$ cat config.mk
export PLATFORM = sky130hd
export DESIGN_NAME = btle_rx_pdu_fetch
export DESIGN_NICKNAME = d
export VERILOG_FILES = /design/src/rtl/btle_rx_pkg.sv /design/src/rtl/btle_rx_pdu_fetch_sat_counter.sv /design/src/rtl/btle_rx_pdu_fetch.sv
export SDC_FILE = /design/constraint.sdc
export NUM_CORES = 1
export LEC_CHECK = 0
export BUFFER_PORTS_ARGS = -buffer_cell sky130_fd_sc_hd__buf_2
export CORE_ASPECT_RATIO = 1.25
export CORE_MARGIN = 3
export CORE_UTILIZATION = 54
export DETAILED_ROUTE_END_ITERATION = 8
export PLACE_DENSITY = 0.79
export SLEW_MARGIN = 20
export SYNTH_ARGS = -nofsm -noshare
export SYNTH_HDL_FRONTEND = slang
export SYNTH_SLANG_ARGS = --single-unit
$ cat constraint.sdc
create_clock -name clk -period 2.3 [get_ports clk]
set_input_delay 0.345 -clock clk [delete_from_list [all_inputs] [get_ports clk]]
set_output_delay 0.345 -clock clk [all_outputs]
set_load 0.05 [all_outputs]
$ cat src/rtl/btle_rx_pkg.sv
// Shared definitions for the BLE receiver PDU drain stage: state encoding,
// PDU memory geometry and the frame-length clamp.
package btle_rx_pkg;

    localparam int PDU_ADDR_W        = 6;
    localparam int MAX_FRAME_OCTETS  = 64;
    localparam int DEF_HEADER_OCTETS = 2;

    typedef enum logic [1:0] {
        S_IDLE = 2'd0,
        S_WAIT = 2'd1,
        S_OUT  = 2'd2
    } fetch_state_e;

    // Frame length in octets: payload plus header, summed 8 bits wide and
    // clamped to the size of the PDU octet memory.
    function automatic logic [6:0] frame_octets(input logic [6:0] payload_len,
                                                input logic [7:0] header);
        logic [7:0] sum;
        sum = {1'b0, payload_len} + header;
        return (sum > 8'(MAX_FRAME_OCTETS)) ? 7'(MAX_FRAME_OCTETS) : sum[6:0];
    endfunction

endpackage

$ cat src/rtl/btle_rx_pdu_fetch_sat_counter.sv
// Saturating up-counter with synchronous active-low clear.
module sat_counter #(
    parameter int WIDTH = 16
) (
    input  logic             clk,
    input  logic             clr_n,
    input  logic             inc,
    output logic [WIDTH-1:0] count
);

    // Count up on inc, hold at all-ones instead of wrapping.
    always_ff @(posedge clk) begin
        if (!clr_n) begin
            count <= '0;
        end else if (inc && (count != {WIDTH{1'b1}})) begin
            count <= count + WIDTH'(1);
        end
    end

endmodule

$ cat src/rtl/btle_rx_pdu_fetch.sv
// Drains the winning phase's PDU octet memory after decode end and emits the
// frame as a valid/ready byte stream with last flag, status and statistics.
module btle_rx_pdu_fetch
    import btle_rx_pkg::*;
#(
    parameter int READ_LATENCY  = 1,
    parameter int DROP_CRC_FAIL = 1,
    parameter int HEADER_OCTETS = DEF_HEADER_OCTETS,
    parameter int COUNT_WIDTH   = 16
) (
    input  logic                  clk,
    input  logic                  rst_n,
    input  logic                  rx_hit_flag,
    input  logic                  rx_decode_end,
    input  logic                  rx_crc_ok,
    input  logic [2:0]            rx_best_phase,
    input  logic [6:0]            rx_payload_length,
    output logic [PDU_ADDR_W-1:0] pdu_octet_mem_addr,
    input  logic [7:0]            pdu_octet_mem_data,
    output logic [7:0]            m_data,
    output logic                  m_valid,
    input  logic                  m_ready,
    output logic                  m_last,
    output logic                  frame_crc_ok,
    output logic [2:0]            frame_phase,
    output logic [6:0]            frame_len,
    output logic                  frame_abort,
    output logic                  busy,
    output logic [COUNT_WIDTH-1:0] cnt_ok,
    output logic [COUNT_WIDTH-1:0] cnt_drop,
    output logic [COUNT_WIDTH-1:0] cnt_overrun
);

    // WAIT spans READ_LATENCY+1 cycles: address settle plus memory latency.
    localparam logic [1:0] WAIT_LAST = 2'(READ_LATENCY);

    fetch_state_e          state, state_d;
    logic [1:0]            wait_cnt, wait_d;
    logic [6:0]            n_oct, n_d;
    logic                  abort_pend, pend_d;
    logic [PDU_ADDR_W-1:0] addr_d;
    logic [7:0]            data_d;
    logic                  valid_d, last_d, crc_d, abort_d;
    logic [2:0]            phase_d;
    logic [6:0]            len_d;
    logic                  inc_ok, inc_drop, inc_ovr;

    // Next-state and next-output decode for the fetch sequencer.
    always_comb begin
        // NOTE: every signal gets a default first so no path leaves one unassigned and infers a latch.
        state_d  = state;
        wait_d   = wait_cnt;
        n_d      = n_oct;
        pend_d   = abort_pend;
        addr_d   = pdu_octet_mem_addr;
        data_d   = m_data;
        valid_d  = m_valid;
        last_d   = m_last;
        crc_d    = frame_crc_ok;
        phase_d  = frame_phase;
        len_d    = frame_len;
        abort_d  = 1'b0;
        inc_ok   = 1'b0;
        inc_drop = 1'b0;
        inc_ovr  = 1'b0;

        unique case (state)
            S_IDLE: begin
                // decode_end takes priority over a coincident hit here
                if (rx_decode_end) begin
                    crc_d   = rx_crc_ok;
                    phase_d = rx_best_phase;
                    len_d   = rx_payload_length;
                    if (!rx_crc_ok && (DROP_CRC_FAIL != 0)) begin
                        inc_drop = 1'b1;
                    end else begin
                        inc_ok  = rx_crc_ok;
                        addr_d  = '0;
                        wait_d  = '0;
                        pend_d  = 1'b0;
                        n_d     = frame_octets(rx_payload_length, 8'(HEADER_OCTETS));
                        state_d = S_WAIT;
                    end
                end
            end

            S_WAIT: begin
                inc_ovr = rx_decode_end;
                if (rx_hit_flag) begin
                    // memory is about to be overwritten: nothing in flight to finish
                    abort_d = 1'b1;
                    state_d = S_IDLE;
                end else if (wait_cnt == WAIT_LAST) begin
                    data_d  = pdu_octet_mem_data;
                    last_d  = ({1'b0, pdu_octet_mem_addr} + 7'd1) >= n_oct;
                    valid_d = 1'b1;
                    state_d = S_OUT;
                end else begin
                    wait_d = wait_cnt + 2'd1;
                end
            end

            S_OUT: begin
                inc_ovr = rx_decode_end;
                // a hit during a stalled beat is remembered until the handshake
                pend_d  = abort_pend | rx_hit_flag;
                if (m_ready) begin
                    valid_d = 1'b0;
                    last_d  = 1'b0;
                    if (m_last) begin
                        state_d = S_IDLE;
                    end else if (abort_pend || rx_hit_flag) begin
                        abort_d = 1'b1;
                        state_d = S_IDLE;
                    end else begin
                        addr_d  = pdu_octet_mem_addr + PDU_ADDR_W'(1);
                        wait_d  = '0;
                        state_d = S_WAIT;
                    end
                end
            end

            default: state_d = S_IDLE;
        endcase
    end

    // Register state and every output; reset returns to IDLE without an abort pulse.
    always_ff @(posedge clk) begin
        if (!rst_n) begin
            state              <= S_IDLE;
            wait_cnt           <= '0;
            n_oct              <= '0;
            abort_pend         <= 1'b0;
            pdu_octet_mem_addr <= '0;
            m_data             <= '0;
            m_valid            <= 1'b0;
            m_last             <= 1'b0;
            frame_crc_ok       <= 1'b0;
            frame_phase        <= '0;
            frame_len          <= '0;
            frame_abort        <= 1'b0;
            busy               <= 1'b0;
        end else begin
            // NOTE: non-blocking assignments so every flop samples pre-edge values.
            state              <= state_d;
            wait_cnt           <= wait_d;
            n_oct              <= n_d;
            abort_pend         <= pend_d;
            pdu_octet_mem_addr <= addr_d;
            m_data             <= data_d;
            m_valid            <= valid_d;
            m_last             <= last_d;
            frame_crc_ok       <= crc_d;
            frame_phase        <= phase_d;
            frame_len          <= len_d;
            frame_abort        <= abort_d;
            busy               <= (state_d != S_IDLE);
        end
    end

    sat_counter #(.WIDTH(COUNT_WIDTH)) u_cnt_ok (
        .clk   (clk),
        .clr_n (rst_n),
        .inc   (inc_ok),
        .count (cnt_ok)
    );

    sat_counter #(.WIDTH(COUNT_WIDTH)) u_cnt_drop (
        .clk   (clk),
        .clr_n (rst_n),
        .inc   (inc_drop),
        .count (cnt_drop)
    );

    sat_counter #(.WIDTH(COUNT_WIDTH)) u_cnt_overrun (
        .clk   (clk),
        .clr_n (rst_n),
        .inc   (inc_ovr),
        .count (cnt_overrun)
    );

endmodule

==> impl_metrics.toml, run 1 <==
[synthesis]
synth.yosys.warnings = 0
synth_nets = 577
synth_top_area_share = 0.3954
synthTopCellsByArea = "dfxtp_1 40%, nand2_1 6.8%, a21oi_1 6.7%"
yosysMostFrequentCell = "dfxtp_1"
synth_seq_cells = 89
synth.largest_area_cell = "dfxtp_1"
yosys-top-cells-count = "89 x dfxtp_1, 82 x nand2_1, 60 x a21oi_1"
synthArstFlopShare = 0
ys_seq_area_frac = 0.3954
synth_area_um2 = 4506
syn_avg_cell_area_um2 = 8.406
syn-instance-count = 536
synth_edf_count = 0
yosys.cell_types.count = 58
synth_ff_type = "dfxtp_1"

[route]
viasPerCell = 6.030
num_vias = 4420
wire_per_inst_um = 14.88
drc = 0
firstDrtPassIters = 7
drtIter0Drc = 256
finalWirelength_um = 10900
ant_nets = 0

[finish]
finalNetCount = 674
seq_area_um2 = 1785
final_util = 0.6706
nFillCells = 691
multi_input_area_um2 = 2544
drive_gt1_frac = 0.2210
syn2layout_area_growth_pct = 18.66
finalInstanceArea_um2 = 5346
diodes = 0

[floorplan]
io_pins = 101
rows = 36
dieArea_um2 = 9483
core_area_um2 = 7973
die_height_um = 108.1
start_util = 0.5651
fp.dieW_um = 87.70

[global_routing]
grt_pass1_wl_um = 18120
antenna_found_initial = 0
busiest_layer = "met2"
grt_usage = 0.2346
grt_max_degree = 50
use_met1 = 0.2852
grt_pass1_vias = 4054
met2_usage = 0.4009
gr-total-overflow = 0
grtUsageMet3 = 0.04192

[timing]
relSlewSlack = 0.5270
layout_min_cycle_time_ns = 2.155
slew_viol_final = 0
fin_crit_sh = 0.9368
fin_skew_ns = 0.007262
fmax_ghz = 0.4641
finalSetupViolCount = 0
hold_viol_final = 0
fin_tns_setup_ns = 0
rsz0062_at_grt = "no"
worst_pin_slew_ns = 0.7041
worst_slack_ns = 0.1452

[clock_tree]
clock_insertion_delay_worst_skew_ns = 0.37
cts-resized-gates = 0
root_buffer = "clkbuf_8"
cts_max_path_buffers = 2
cts_setup_buffers = 0
cts_max_level = 3
clock_sinks = 89
cts_tree = "yes"
hold_buffers = 0
cts.clk_slew.worst_paths_ns = 0.09
cts_made_buffers = 9

[power]
total_power_w = 0.003104
share_comb_of_total_power = 0.096
power.density_nw_per_um2 = 580.6
p_clk_frac = 0.394
p_leak_nw = 2.133
power_switching_w = 0.0008241
internal_power_w = 0.002280
peakVddDrop_mv = 0.5455
seqPwrFrac = 0.511
switching_share = 0.2655

[status]
status = "complete, no violations"

[worst_setup_path]
crit_path_cell_trace = "inv_1 > ha_1 > buf_4 > and3_1 > nand4_1 > or4_1 > a21oi_1"
crit_buf_inv = 2
critical_path_peak_fanout = 9
crit_type = "flip-flop to flip-flop"
worstPathArrival_ns = 2.45
slowest_delay_ns = 0.61
setup.worst_path.end_class = "flip-flop"
crit_required_ns = 2.60
crit_family = "simple AND/OR/NAND/NOR gates"
start_kind = "flip-flop"
crit_slowest_cell = "or4_1"

[placed_design]
io_buffers = 100
place_congestion = 0.8511
dpl_cell_area_um2 = 5116
dp_hpwl_um = 7799
preCtsSetupSlack_ns = 0.1404

[run]
cap_violations = 0

[min_path]
worst_hold_path_type = "primary input to flip-flop"
per-stage QoR:
stage,std cells,hold slack [ns]
after floorplan,536,0.4319
after global placement,717,0.4405
after detailed placement,717,0.4446
after CTS,733,0.1920
after global routing,733,0.2039
final,733,0.2031
metal layers:
layer  wire (µm)  vias up
met3         702       14
li1            -     2197
met4         139        0
met1        4712     2082
met2        5350      127
met5           0        -
cell type report:
cell class	count	share of cell area
multi-input combinational	400	0.4758
sequential	89	0.3340
tap	95	0.02223
timing repair buffer	113	0.1119
clock inverter	7	0.01896
clock buffer	9	0.02317
inverter	20	0.01404
flip-flops by register name (all words and copies together) (netlist names):
register and flops:
m_data 8, u_cnt_ok.count 16, n_oct 7, pdu_octet_mem_addr 6, wait_cnt 2, u_cnt_drop.count 16
frame_len 7, frame_abort 1, abort_pend 1, m_valid 1, frame_phase 3, state 2
busy 1, m_last 1, frame_crc_ok 1, u_cnt_overrun.count 16
cell usage in the layout (no fill, tap or decap), types with 3 or more instances in the layout:
cell / count
a211oi_1: 6
a21oi_1: 60
a311oi_1: 3
a31oi_1: 4
and2_1: 3
and3_1: 5
and4_1: 7
buf_2: 100
buf_4: 13
clkbuf_8: 9
dfxtp_1: 86
dfxtp_2: 3
ha_1: 17
inv_1: 19
mux2i_1: 16
nand2_1: 82
nand2b_1: 18
nand3_1: 19
nand3b_1: 5
nand4_1: 15
nor2_1: 15
nor3_1: 5
nor4_1: 10
o211a_1: 4
o211ai_1: 3
o21a_1: 3
o21ai_0: 15
o311ai_0: 4
o31ai_1: 18
o32ai_1: 3
o41ai_1: 4
or3_1: 4
or4_1: 17
xnor2_1: 3
xor2_1: 3
cell families after synthesis:
| logic type | count (synthesis) | synth area share |
|---|---|---|
| AND/OR/NAND/NOR | 219 | 0.2616 |
| XOR/XNOR | 6 | 0.01167 |
| multiplexers | 16 | 0.03554 |
| buffers and inverters | 47 | 0.04110 |
| AO/OA/AOI/OAI | 142 | 0.2074 |
| flip-flops | 89 | 0.3954 |
| adder cells (fa/ha/maj) | 17 | 0.04721 |
tightest hold or removal path: stages:
cell     delay, ns
buf_2         0.09
nand2_1       0.04
a21oi_1       0.05
power by group through the flow:
stage	sequential [W]	combinational, W	clock (W)
after global placement	0.00162	0.000291	0
after floorplan	0.00169	0.000139	0
after detailed placement	0.00162	0.000296	0
after global routing	0.00159	0.000326	0.00131
after CTS	0.00159	0.000298	0.00124
final	0.00159	0.000297	0.00122
path summary, 6_finish.rpt:
| kind | start | end | slack [ns] | cells past startpoint |
|---|---|---|---|---|
| setup / recovery | state[0] | u_cnt_ok.count[9] | 0.15 | 7 |
| hold / removal | pdu_octet_mem_data[3] | m_data[3] | 0.20 | 3 |
| setup reg to reg | state[0] | u_cnt_ok.count[9] | 0.15 | 7 |
| hold reg to reg | n_oct[3] | n_oct[3] | 0.46 | 2 |
No activity file was read; power rests on OpenSTA's default activity.
==> inputs of run 2 (changes only) <==
--- a/config.mk
+++ b/config.mk
@@ -10,7 +10,7 @@
 export CORE_MARGIN = 3
 export CORE_UTILIZATION = 54
 export DETAILED_ROUTE_END_ITERATION = 8
-export PLACE_DENSITY = 0.79
+export PLACE_DENSITY = 0.8
 export SLEW_MARGIN = 20
 export SYNTH_ARGS = -nofsm -noshare
 export SYNTH_HDL_FRONTEND = slang
==> impl_metrics.toml, run 2 (synthesized netlist as in run 1, its figures left out) <==
[status]
status = "complete, no violations"

[finish]
mostFrequentLayoutCell = "buf_2"
finalInstanceArea_um2 = 5290
drive_gt1_frac = 0.2194
reg_top3 = "u_cnt_drop.count (16), u_cnt_ok.count (16), u_cnt_overrun.count (16)"
syn2layout_area_growth_pct = 17.41
finalNetCount = 675
diodes = 0
final_util = 0.6635
final_cell_mix = "100 x buf_2, 86 x dfxtp_1, 82 x nand2_1, 60 x a21oi_1"

[route]
drc = 0
firstDrtPassIters = 5
ant_nets = 0
num_vias = 4472
finalWirelength_um = 10950
viasPerCell = 6.101
wire_per_inst_um = 14.94
drtIter0Drc = 195

[worst_setup_path]
start_kind = "flip-flop"
crit_required_ns = 2.60
reg2reg_from = "state[0]"
crit_type = "flip-flop to flip-flop"
reg2reg_depth = 6
r2r_slack_ns = 0.12
worstPathArrival_ns = 2.47
setup.worst_path.end_class = "flip-flop"
rr_endpoint = "u_cnt_overrun.count[9]"
critical_path_peak_fanout = 5
crit_start = "state[0]"

[placed_design]
place_congestion = 0.8901
dp_hpwl_um = 8055
io_buffers = 100
dpl_cell_area_um2 = 5124

[min_path]
min_from = "rx_payload_length[0]"
worstHoldEndpoint = "n_oct[0]"
worst_hold_path_type = "primary input to flip-flop"
whs_path_depth = 2

[power]
p_leak_nw = 2.110
peakVddDrop_mv = 0.4064
power.density_nw_per_um2 = 531.5

[timing]
fmax_ghz = 0.4597
fin_skew_ns = 0.007762
rsz0062_at_grt = "no"
finalSetupViolCount = 0
relSlewSlack = 0.5596
worst_pin_slew_ns = 0.6555
whs_ns = 0.2151
hold_viol_final = 0
slew_viol_final = 0
fin_crit_sh = 0.9458
fin_tns_setup_ns = 0
layout_min_cycle_time_ns = 2.175

[floorplan]
core_area_um2 = 7973
die_height_um = 108.1
start_util = 0.5651
dieArea_um2 = 9483
rows = 36
io_pins = 101
fp.dieW_um = 87.70

[clock_tree]
hold_buffers = 0
root_buffer = "clkbuf_8"
clock_insertion_delay_worst_skew_ns = 0.36
cts_max_level = 3
cts_setup_buffers = 0
cts-resized-gates = 0
cts_made_buffers = 9
cts_max_path_buffers = 2
clock_sinks = 89
cts.clk_slew.worst_paths_ns = 0.09
cts_tree = "yes"

[global_routing]
gr-total-overflow = 0
grt_usage = 0.2342
grt_pass1_vias = 4067
antenna_found_initial = 0
grt_pass1_wl_um = 18150
grt_max_degree = 50

[run]
cap_violations = 0
run 2: changes by cell type in the layout (fill, tap and decap cells not counted):
cell	change
buf_4	+1
bufinv_16	-2
clkbuf_1	+1
clkinv_2	+2
inv_6	-2
run 2: worst max path at each step:
stage	end	slack, ns	cells past startpoint
floorplan	u_cnt_overrun.count[12]	0.06	6
global placement	u_cnt_overrun.count[10]	0.22	6
detailed placement	u_cnt_overrun.count[12]	0.10	6
CTS	u_cnt_overrun.count[12]	0.10	6
global route	u_cnt_drop.count[5]	0.009	6
finish	u_cnt_overrun.count[9]	0.12	6
run 2: critical path: stages, from the launching register on:
cell and delay, ns:
dfxtp_1 0.41, inv_1 0.09, ha_1 0.33, nand2_1 0.13, or4_4 0.52, or4_1 0.49, a21oi_1 0.14
run 2: routing by layer:
layer | track usage | part of all wire
met1 | 0.2905 | 0.42
met3 | 0.03887 | 0.062
met2 | 0.3966 | 0.50
met4 | 0.09978 | 0.017
met5 | 0 | 0
run 2: cell type report:
type                       instances  area, µm²
clock buffer                      10      127.6
tap                               95      118.9
multi-input combinational        400       2544
fill                             675       2683
sequential                        89       1785
inverter                          20      75.07
timing repair buffer             114      605.6
clock inverter                     5      33.78
run 2: metrics by stage:
stage	instances	power [W]	setup slack, ns
2_1_floorplan	536	0.001826	0.05673
3_3_place_gp	718	0.001912	0.2247
3_5_place_dp	718	0.001919	0.1034
4_1_cts	733	0.002836	0.1010
5_1_grt	733	0.002942	0.009400
6_report	733	0.002812	0.1246
run 2: power by group:
group          leakage, nW  internal (W)  total, W  switching, W
Clock               0.0781      0.000385  0.000927      0.000542
Combinational         1.31     0.0000924  0.000299      0.000207
Sequential           0.721       0.00157   0.00159     0.0000190
Total                 2.11       0.00204   0.00281      0.000768
